### src/rtl/spike_collector_if.sv
// spike_collector_if: request/ack lines, window control and result bus between the spike collector and its host.
interface spike_collector_if #(
   parameter int NEURONS = 2,
   parameter int CNT_W   = 8
);
   logic [NEURONS-1:0]         req;
   logic [NEURONS-1:0]         ack;
   logic                       start;
   logic                       busy;
   logic                       result_valid;
   logic [$clog2(NEURONS)-1:0] winner;
   logic [NEURONS*CNT_W-1:0]   counts;
   modport master (output req, start, input ack, busy, result_valid, winner, counts);
   modport slave  (input req, start, output ack, busy, result_valid, winner, counts);
endinterface

### src/rtl/spike_collector.sv
// spike_collector: closes 4-phase handshakes, counts spikes per neuron over a window and reports the winner.
// SPIKE_COLLECTOR_SYNC_EN adds a 2-flop synchronizer on every req line.
module spike_collector #(
   parameter int NEURONS   = 2,
   parameter int CNT_W     = 8,
   parameter int WINDOW    = 100,
   parameter int ACK_DELAY = 2
) (
   input logic              clk,
   input logic              rst,
   spike_collector_if.slave sc_io
);
   localparam int WW = $clog2(NEURONS);
   localparam int TW = $clog2(WINDOW + 1);
   localparam int DW = ACK_DELAY > 0 ? $clog2(ACK_DELAY + 1) : 1;
   typedef enum logic [1:0] {IDLE, WAIT, ACK} hs_t;
   hs_t              st_q  [NEURONS];
   logic [DW-1:0]    dly_q [NEURONS];
   logic [CNT_W-1:0] cnt_q [NEURONS];
   logic [CNT_W-1:0] cnt_d [NEURONS];
   logic [CNT_W-1:0] best;
   logic [NEURONS-1:0] sreq, spk, ack_q;
   logic [TW-1:0] tmr_q, tmr_d;
   logic busy_q, busy_d, rv_q, rv_d;
   logic [WW-1:0] win_q, win_d;
`ifdef SPIKE_COLLECTOR_SYNC_EN
   logic [NEURONS-1:0] s1_q, s2_q;
   always_ff @(posedge clk)
      if (rst) begin
         s1_q <= '0;
         s2_q <= '0;
      end else begin
         s1_q <= sc_io.req;
         s2_q <= s1_q;
      end
   assign sreq = s2_q;
`else
   assign sreq = sc_io.req;
`endif
   // Timer is preloaded with ACK_DELAY-1 so ack rises ACK_DELAY cycles after the first sreq cycle.
   always_ff @(posedge clk)
      for (int i = 0; i < NEURONS; i++)
         if (rst) begin
            st_q[i]  <= IDLE;
            dly_q[i] <= '0;
            ack_q[i] <= 1'b0;
         end else
            case (st_q[i])
               IDLE: if (sreq[i]) begin
                  st_q[i]  <= ACK_DELAY == 0 ? ACK : WAIT;
                  ack_q[i] <= ACK_DELAY == 0;
                  dly_q[i] <= DW'(ACK_DELAY > 0 ? ACK_DELAY - 1 : 0);
               end
               WAIT: if (dly_q[i] == '0) begin
                  st_q[i]  <= ACK;
                  ack_q[i] <= 1'b1;
               end else
                  dly_q[i] <= dly_q[i] - DW'(1);
               ACK: if (!sreq[i]) begin
                  st_q[i]  <= IDLE;
                  ack_q[i] <= 1'b0;
               end
               default: st_q[i] <= IDLE;
            endcase
   always_comb begin
      win_d = '0;
      best  = '0;
      spk   = '0;
      for (int i = 0; i < NEURONS; i++) begin
         spk[i]   = (st_q[i] == WAIT && dly_q[i] == '0) || (ACK_DELAY == 0 && st_q[i] == IDLE && sreq[i]);
         cnt_d[i] = sc_io.start ? '0 : (spk[i] && busy_q && cnt_q[i] != '1) ? cnt_q[i] + CNT_W'(1) : cnt_q[i];
         if (i == 0 || cnt_d[i] > best) begin
            best  = cnt_d[i];
            win_d = WW'(i);
         end
      end
   end
   assign busy_d = sc_io.start || (busy_q && tmr_q != '0);
   assign tmr_d  = sc_io.start ? TW'(WINDOW - 1) : (busy_q && tmr_q != '0) ? tmr_q - TW'(1) : tmr_q;
   assign rv_d   = busy_q && tmr_q == '0 && !sc_io.start;
   always_ff @(posedge clk)
      if (rst) begin
         busy_q <= 1'b0;
         tmr_q  <= '0;
         rv_q   <= 1'b0;
         win_q  <= '0;
         for (int i = 0; i < NEURONS; i++) cnt_q[i] <= '0;
      end else begin
         busy_q <= busy_d;
         tmr_q  <= tmr_d;
         rv_q   <= rv_d;
         win_q  <= rv_d ? win_d : win_q;
         for (int i = 0; i < NEURONS; i++) cnt_q[i] <= cnt_d[i];
      end
   assign sc_io.ack          = ack_q;
   assign sc_io.busy         = busy_q;
   assign sc_io.result_valid = rv_q;
   assign sc_io.winner       = win_q;
   for (genvar g = 0; g < NEURONS; g++) begin : g_cnt
      assign sc_io.counts[g*CNT_W +: CNT_W] = cnt_q[g];
   end
endmodule

### src/flat_wrapper.sv
// flat-port wrapper written by rule: the top's interface ports become plain ports
module spike_collector_flat 
#(
   parameter int NEURONS   = 2,
   parameter int CNT_W     = 8,
   parameter int WINDOW    = 100,
   parameter int ACK_DELAY = 2
)
  (clk, rst, sc_io_req, sc_io_start, sc_io_ack, sc_io_busy, sc_io_result_valid, sc_io_winner, sc_io_counts);
  spike_collector_if #(.NEURONS(NEURONS), .CNT_W(CNT_W)) sc_io_i ();
  input logic clk;
  input logic rst;
  input wire logic [$bits(sc_io_i.req)-1:0] sc_io_req;
  input wire logic [$bits(sc_io_i.start)-1:0] sc_io_start;
  output wire logic [$bits(sc_io_i.ack)-1:0] sc_io_ack;
  output wire logic [$bits(sc_io_i.busy)-1:0] sc_io_busy;
  output wire logic [$bits(sc_io_i.result_valid)-1:0] sc_io_result_valid;
  output wire logic [$bits(sc_io_i.winner)-1:0] sc_io_winner;
  output wire logic [$bits(sc_io_i.counts)-1:0] sc_io_counts;
  assign sc_io_i.req = sc_io_req;
  assign sc_io_i.start = sc_io_start;
  assign sc_io_ack = sc_io_i.ack;
  assign sc_io_busy = sc_io_i.busy;
  assign sc_io_result_valid = sc_io_i.result_valid;
  assign sc_io_winner = sc_io_i.winner;
  assign sc_io_counts = sc_io_i.counts;
  spike_collector #(.NEURONS(NEURONS), .CNT_W(CNT_W), .WINDOW(WINDOW), .ACK_DELAY(ACK_DELAY)) u_core (.clk(clk), .rst(rst), .sc_io(sc_io_i));
endmodule
### config.mk
export PLATFORM = sky130hd
export DESIGN_NAME = spike_collector_flat
export DESIGN_NICKNAME = d
export VERILOG_FILES = /design/src/rtl/spike_collector_if.sv /design/src/rtl/spike_collector.sv /design/src/flat_wrapper.sv
export SDC_FILE = /design/constraint.sdc
export NUM_CORES = 1
export LEC_CHECK = 0
export CAP_MARGIN = 20
export CORE_AREA = 2 2 111 70
export DETAILED_ROUTE_END_ITERATION = 16
export DIE_AREA = 0 0 113 72
export GPL_ROUTABILITY_DRIVEN = 0
export HOLD_SLACK_MARGIN = 0.06
export PLACE_DENSITY = 0.47
export SKIP_CTS_REPAIR_TIMING = 1
export SLEW_MARGIN = 10
export SYNTH_ARGS = -nofsm -noshare
export SYNTH_HDL_FRONTEND = slang
export SYNTH_SLANG_ARGS = --single-unit
### constraint.sdc
create_clock -name clk -period 2.4 [get_ports clk]
set_input_delay 0.48 -clock clk [delete_from_list [all_inputs] [get_ports clk]]
set_output_delay 0.48 -clock clk [all_outputs]
set_load 0.02 [all_outputs]
==> key figures, run 1 <==
Worst setup path
  – Slowest-stage cell, CP: nor4bb_4
  – WP data arrival: about 2.7 ns
  – Kind of critical path: reg2reg
  – Critical Path RT: 2.57 ns
  – CP endpoint kind: flip-flop
  – CP top delay family: compound AO/OA/AOI/OAI gates
  – Buf/Inv on CP: 2
  – Setup crit start kind: flip-flop
  – Max stage delay on crit path: 0.42 ns
  – Worst r2r src: u_core.dly_q[0][0]
  – Crit-path max FO: 3
  – Crit-path cells: inv_1 > ha_2 > nand4b_1 > nor4bb_4 > a31oi_1 > o21ai_2 > ha_4 > buf_6 > a2111oi_4 > a211oi_1
  – Worst Setup SP: u_core.dly_q[0][0]

Floorplanning
  – Die ar.: 0.008136 mm²
  – Die X: 113 µm
  – Io pins: 26
  – Chip height: approximately 72 µm
  – Core ar.: 0.007087 mm²
  – Starting density of the core: 0.2922
  – Row count: 24

Synthesis
  – Synth cell types: a little over 40
  – Area leader, netlist: dfxtp_1
  – Synth async-reset ratio: 0
  – Post-synthesis instance area: 0.002071 mm²
  – EDFF count, synth: 8
  – Largest family of logic cells by synthesized area: simple AND/OR/NAND/NOR gates
  – XOR/XNOR share of the synthesized area: 0.05921
  – Sequential-to-total area share from yosys stat: 0.3867
  – Syn Area/Cell: between 8 and 9 µm²
  – Post-Synthesis Cells: 233
  – Synth top area share: 0.2707
  – Yosys warns: 0
  – Mux cell area share after synthesis: 0.03384
  – Synth Area in Simple Gates: 0.2562
  – Largest cells by area after synthesis: dfxtp_1, edfxtp_1, ha_1
  – Synth Area in Compound Gates: 0.1426
  – Flops & latches, synth: 36
  – Top FF cell, synth: dfxtp_1
  – Synth Area in Adders: 0.08459
  – Syn nets: 252

Timing
  – FMAX: 391.9 MHz
  – Worst hold slack: 0.5032 ns
  – Unrepaired setup endpoints after global routing: yes
  – Setup TNS Final: -0.1520 ns
  – Pins Over Slew Limit: 0
  – # setup viols final: 1
  – Clock Skews: 0.002117 ns
  – Relative slew slack: 0.6845
  – Final Hold Fails: 0
  – Fin crit share: 1.063
  – Final WS setup: -0.1520 ns
  – Worst-Margin Slew: 0.4684 ns
  – Min Tclk post-route: 2.552 ns

Detailed routing
  – Total Wirelength: around 5200 µm
  – Vias: 1806
  – DR iter-0 viols: approximately 110
  – Routed Antenna Nets: 0
  – Wire per inst: 13.58 µm
  – Vias per cell: 4.715
  – Router iterations before antenna repair: 10
  – Remaining DRCs: 2

CTS
  – Clock latency on the worst-skew pair: between 0.2 and 0.3 ns
  – Sink Count: 36
  – CTS tree: done
  – Num CTS Buffers: 5
  – Clock Root Buffer: clkbuf_16
  – Clock tree buffer depth: 2
  – CTS H-tree lvls: 2
  – Clock transition at path regs: 0.06 ns

Placement
  – Post-DP HPWL: 3779 µm
  – PortBufs: 25
  – Placed Area: ~0.0027 mm²
  – DP Worst Slack: -0.2097 ns
  – Post-Place Cells: 370

Global routing
  – Vias in the first global route: around 1700
  – First-pass GRT wire length: 8335 µm
  – Largest net degree at the start of global routing: 24
  – All-layer global routing usage: 0.1344
  – Met1 Usage GRT: 0.2096
  – Met2 GRT Util: 0.1670
  – Total grt overflow: 0
  – Busiest metal layer after global routing: met1
  – Met3 Track Usage GR: 0.04261
  – Initial antenna violation count: 0

Cells and area
  – Area grow syn2layout: 40.72%
  – Final Non-Filler Cells: 383
  – Layout Utilization: 0.4112
  – Share of layout cells above drive strength 1: 0.2397
  – Fill cells: 725
  – Diode count: 0
  – NumNets Final: 310
  – Post-route cell area: 0.002914 mm²

Power and ir drop
  – Maximum vdd drop: 0.0002428 V
  – Leakage: 1.116 nW
  – Power density cells: 625.8 mW/mm²
  – Pwr Total: 1.824 mW

Status
  – Outcome: finished, violations left
  – Failing checks: design-rule violations, negative setup slack

Job
  – Max_cap viols: 0

Min path
  – Worst hold path type: reg2reg
  – Hold Startpoint: u_core.tmr_q[6]
[path summary, 6_finish.rpt]
| path | end | slack, ns | cells after the start |
|---|---|---|---|
| max reg2reg | u_core.sc_io.winner | -0.15 | 10 |
| max | u_core.sc_io.winner | -0.15 | 10 |
| min | u_core.tmr_q[6] | 0.50 | 2 |
| min reg2reg | u_core.tmr_q[6] | 0.50 | 2 |
[worst register-to-register path, cell delays in order, from the launching register on]
cell       delay (ns)
edfxtp_1         0.38
inv_1            0.07
ha_2             0.18
nand4b_1         0.20
nor4bb_4         0.42
a31oi_1          0.19
o21ai_2          0.21
ha_4             0.23
buf_6            0.12
a2111oi_4        0.33
a211oi_1         0.11
[Yosys cell counts, types with 2 or more instances]
library cell,number
nand4_1,5
mux2i_1,7
or2_2,10
and4b_1,2
nand2b_1,8
nor2_1,30
a21o_1,3
nand2_1,11
a31oi_1,3
nor4b_1,2
nor4_1,4
o211ai_1,6
nand3_1,5
o21ai_0,11
a21oi_1,12
edfxtp_1,8
o2111ai_1,3
xor2_1,10
xnor2_1,4
nand4b_1,2
clkbuf_1,8
dfxtp_1,28
o21a_1,2
ha_1,14
inv_1,9
nor3_1,11
[placed cells by master, fill, tap and decap left out, types with 4 or more instances in the layout]
master | netlist | final
dfxtp_1 | 28 | 24
o21ai_0 | 11 | 8
ha_1 | 14 | 10
clkbuf_16 | 0 | 5
nor3_1 | 11 | 11
buf_4 | 1 | 34
nand2_1 | 11 | 11
nor2_1 | 30 | 29
nor4_1 | 4 | 4
clkdlybuf4s50_1 | 0 | 25
nand3_1 | 5 | 5
a21oi_1 | 12 | 12
nand2b_1 | 8 | 8
o211ai_1 | 6 | 6
nand4_1 | 5 | 5
xor2_1 | 10 | 10
mux2i_1 | 7 | 7
edfxtp_1 | 8 | 8
dfxtp_2 | 0 | 4
or2_2 | 10 | 7
inv_1 | 9 | 9
[report_power, final]
group,switching [mW],internal [mW]
clock,0.256,0.414
sequential,0.0391,0.694
combinational,0.213,0.208
[kinds of logic (layout without fill, tap and decap cells)]
family / Yosys count / after routing
flip-flops: 36 / 36
adder cells (fa/ha/maj): 14 / 14
XOR/XNOR: 14 / 14
buffers and inverters: 19 / 78
AND/OR/NAND/NOR: 99 / 99
multiplexers: 7 / 7
AO/OA/AOI/OAI: 44 / 44
[cell type report]
| type | instances | area (µm²) | share of cell area |
|---|---|---|---|
| Multi-Input combinational cell | 178 | 1277 | 0.4384 |
| Sequential cell | 36 | 805.8 | 0.2765 |
| Tap cell | 91 | 113.9 | 0.03907 |
| Inverter | 9 | 33.78 | 0.01159 |
| Timing Repair Buffer | 61 | 536.8 | 0.1842 |
| Clock buffer | 8 | 146.4 | 0.05024 |
[layer usage]
layer	vias to the layer above	routed length, µm
met5	-	0
li1	955	-
met3	7	257
met4	0	72
met1	814	3036
met2	30	1833
[state kept, by name, summed over array words and instances, names as in the netlist]
name and flops:
u_core.cnt_q 16, u_core.tmr_q 7, u_core.dly_q 4, u_core.st_q 4, u_core.sc_io.ack 2, u_core.sc_io.busy 1
u_core.sc_io.result_valid 1, u_core.sc_io.winner 1
(Power assumes the default switching activity.)
==> run 2, diff against run 1 <==
GPL_ROUTABILITY_DRIVEN = default   (was 0)
==> results of run 2 <==
No change in the layout: final DEF, timing and power equal those of run 1.
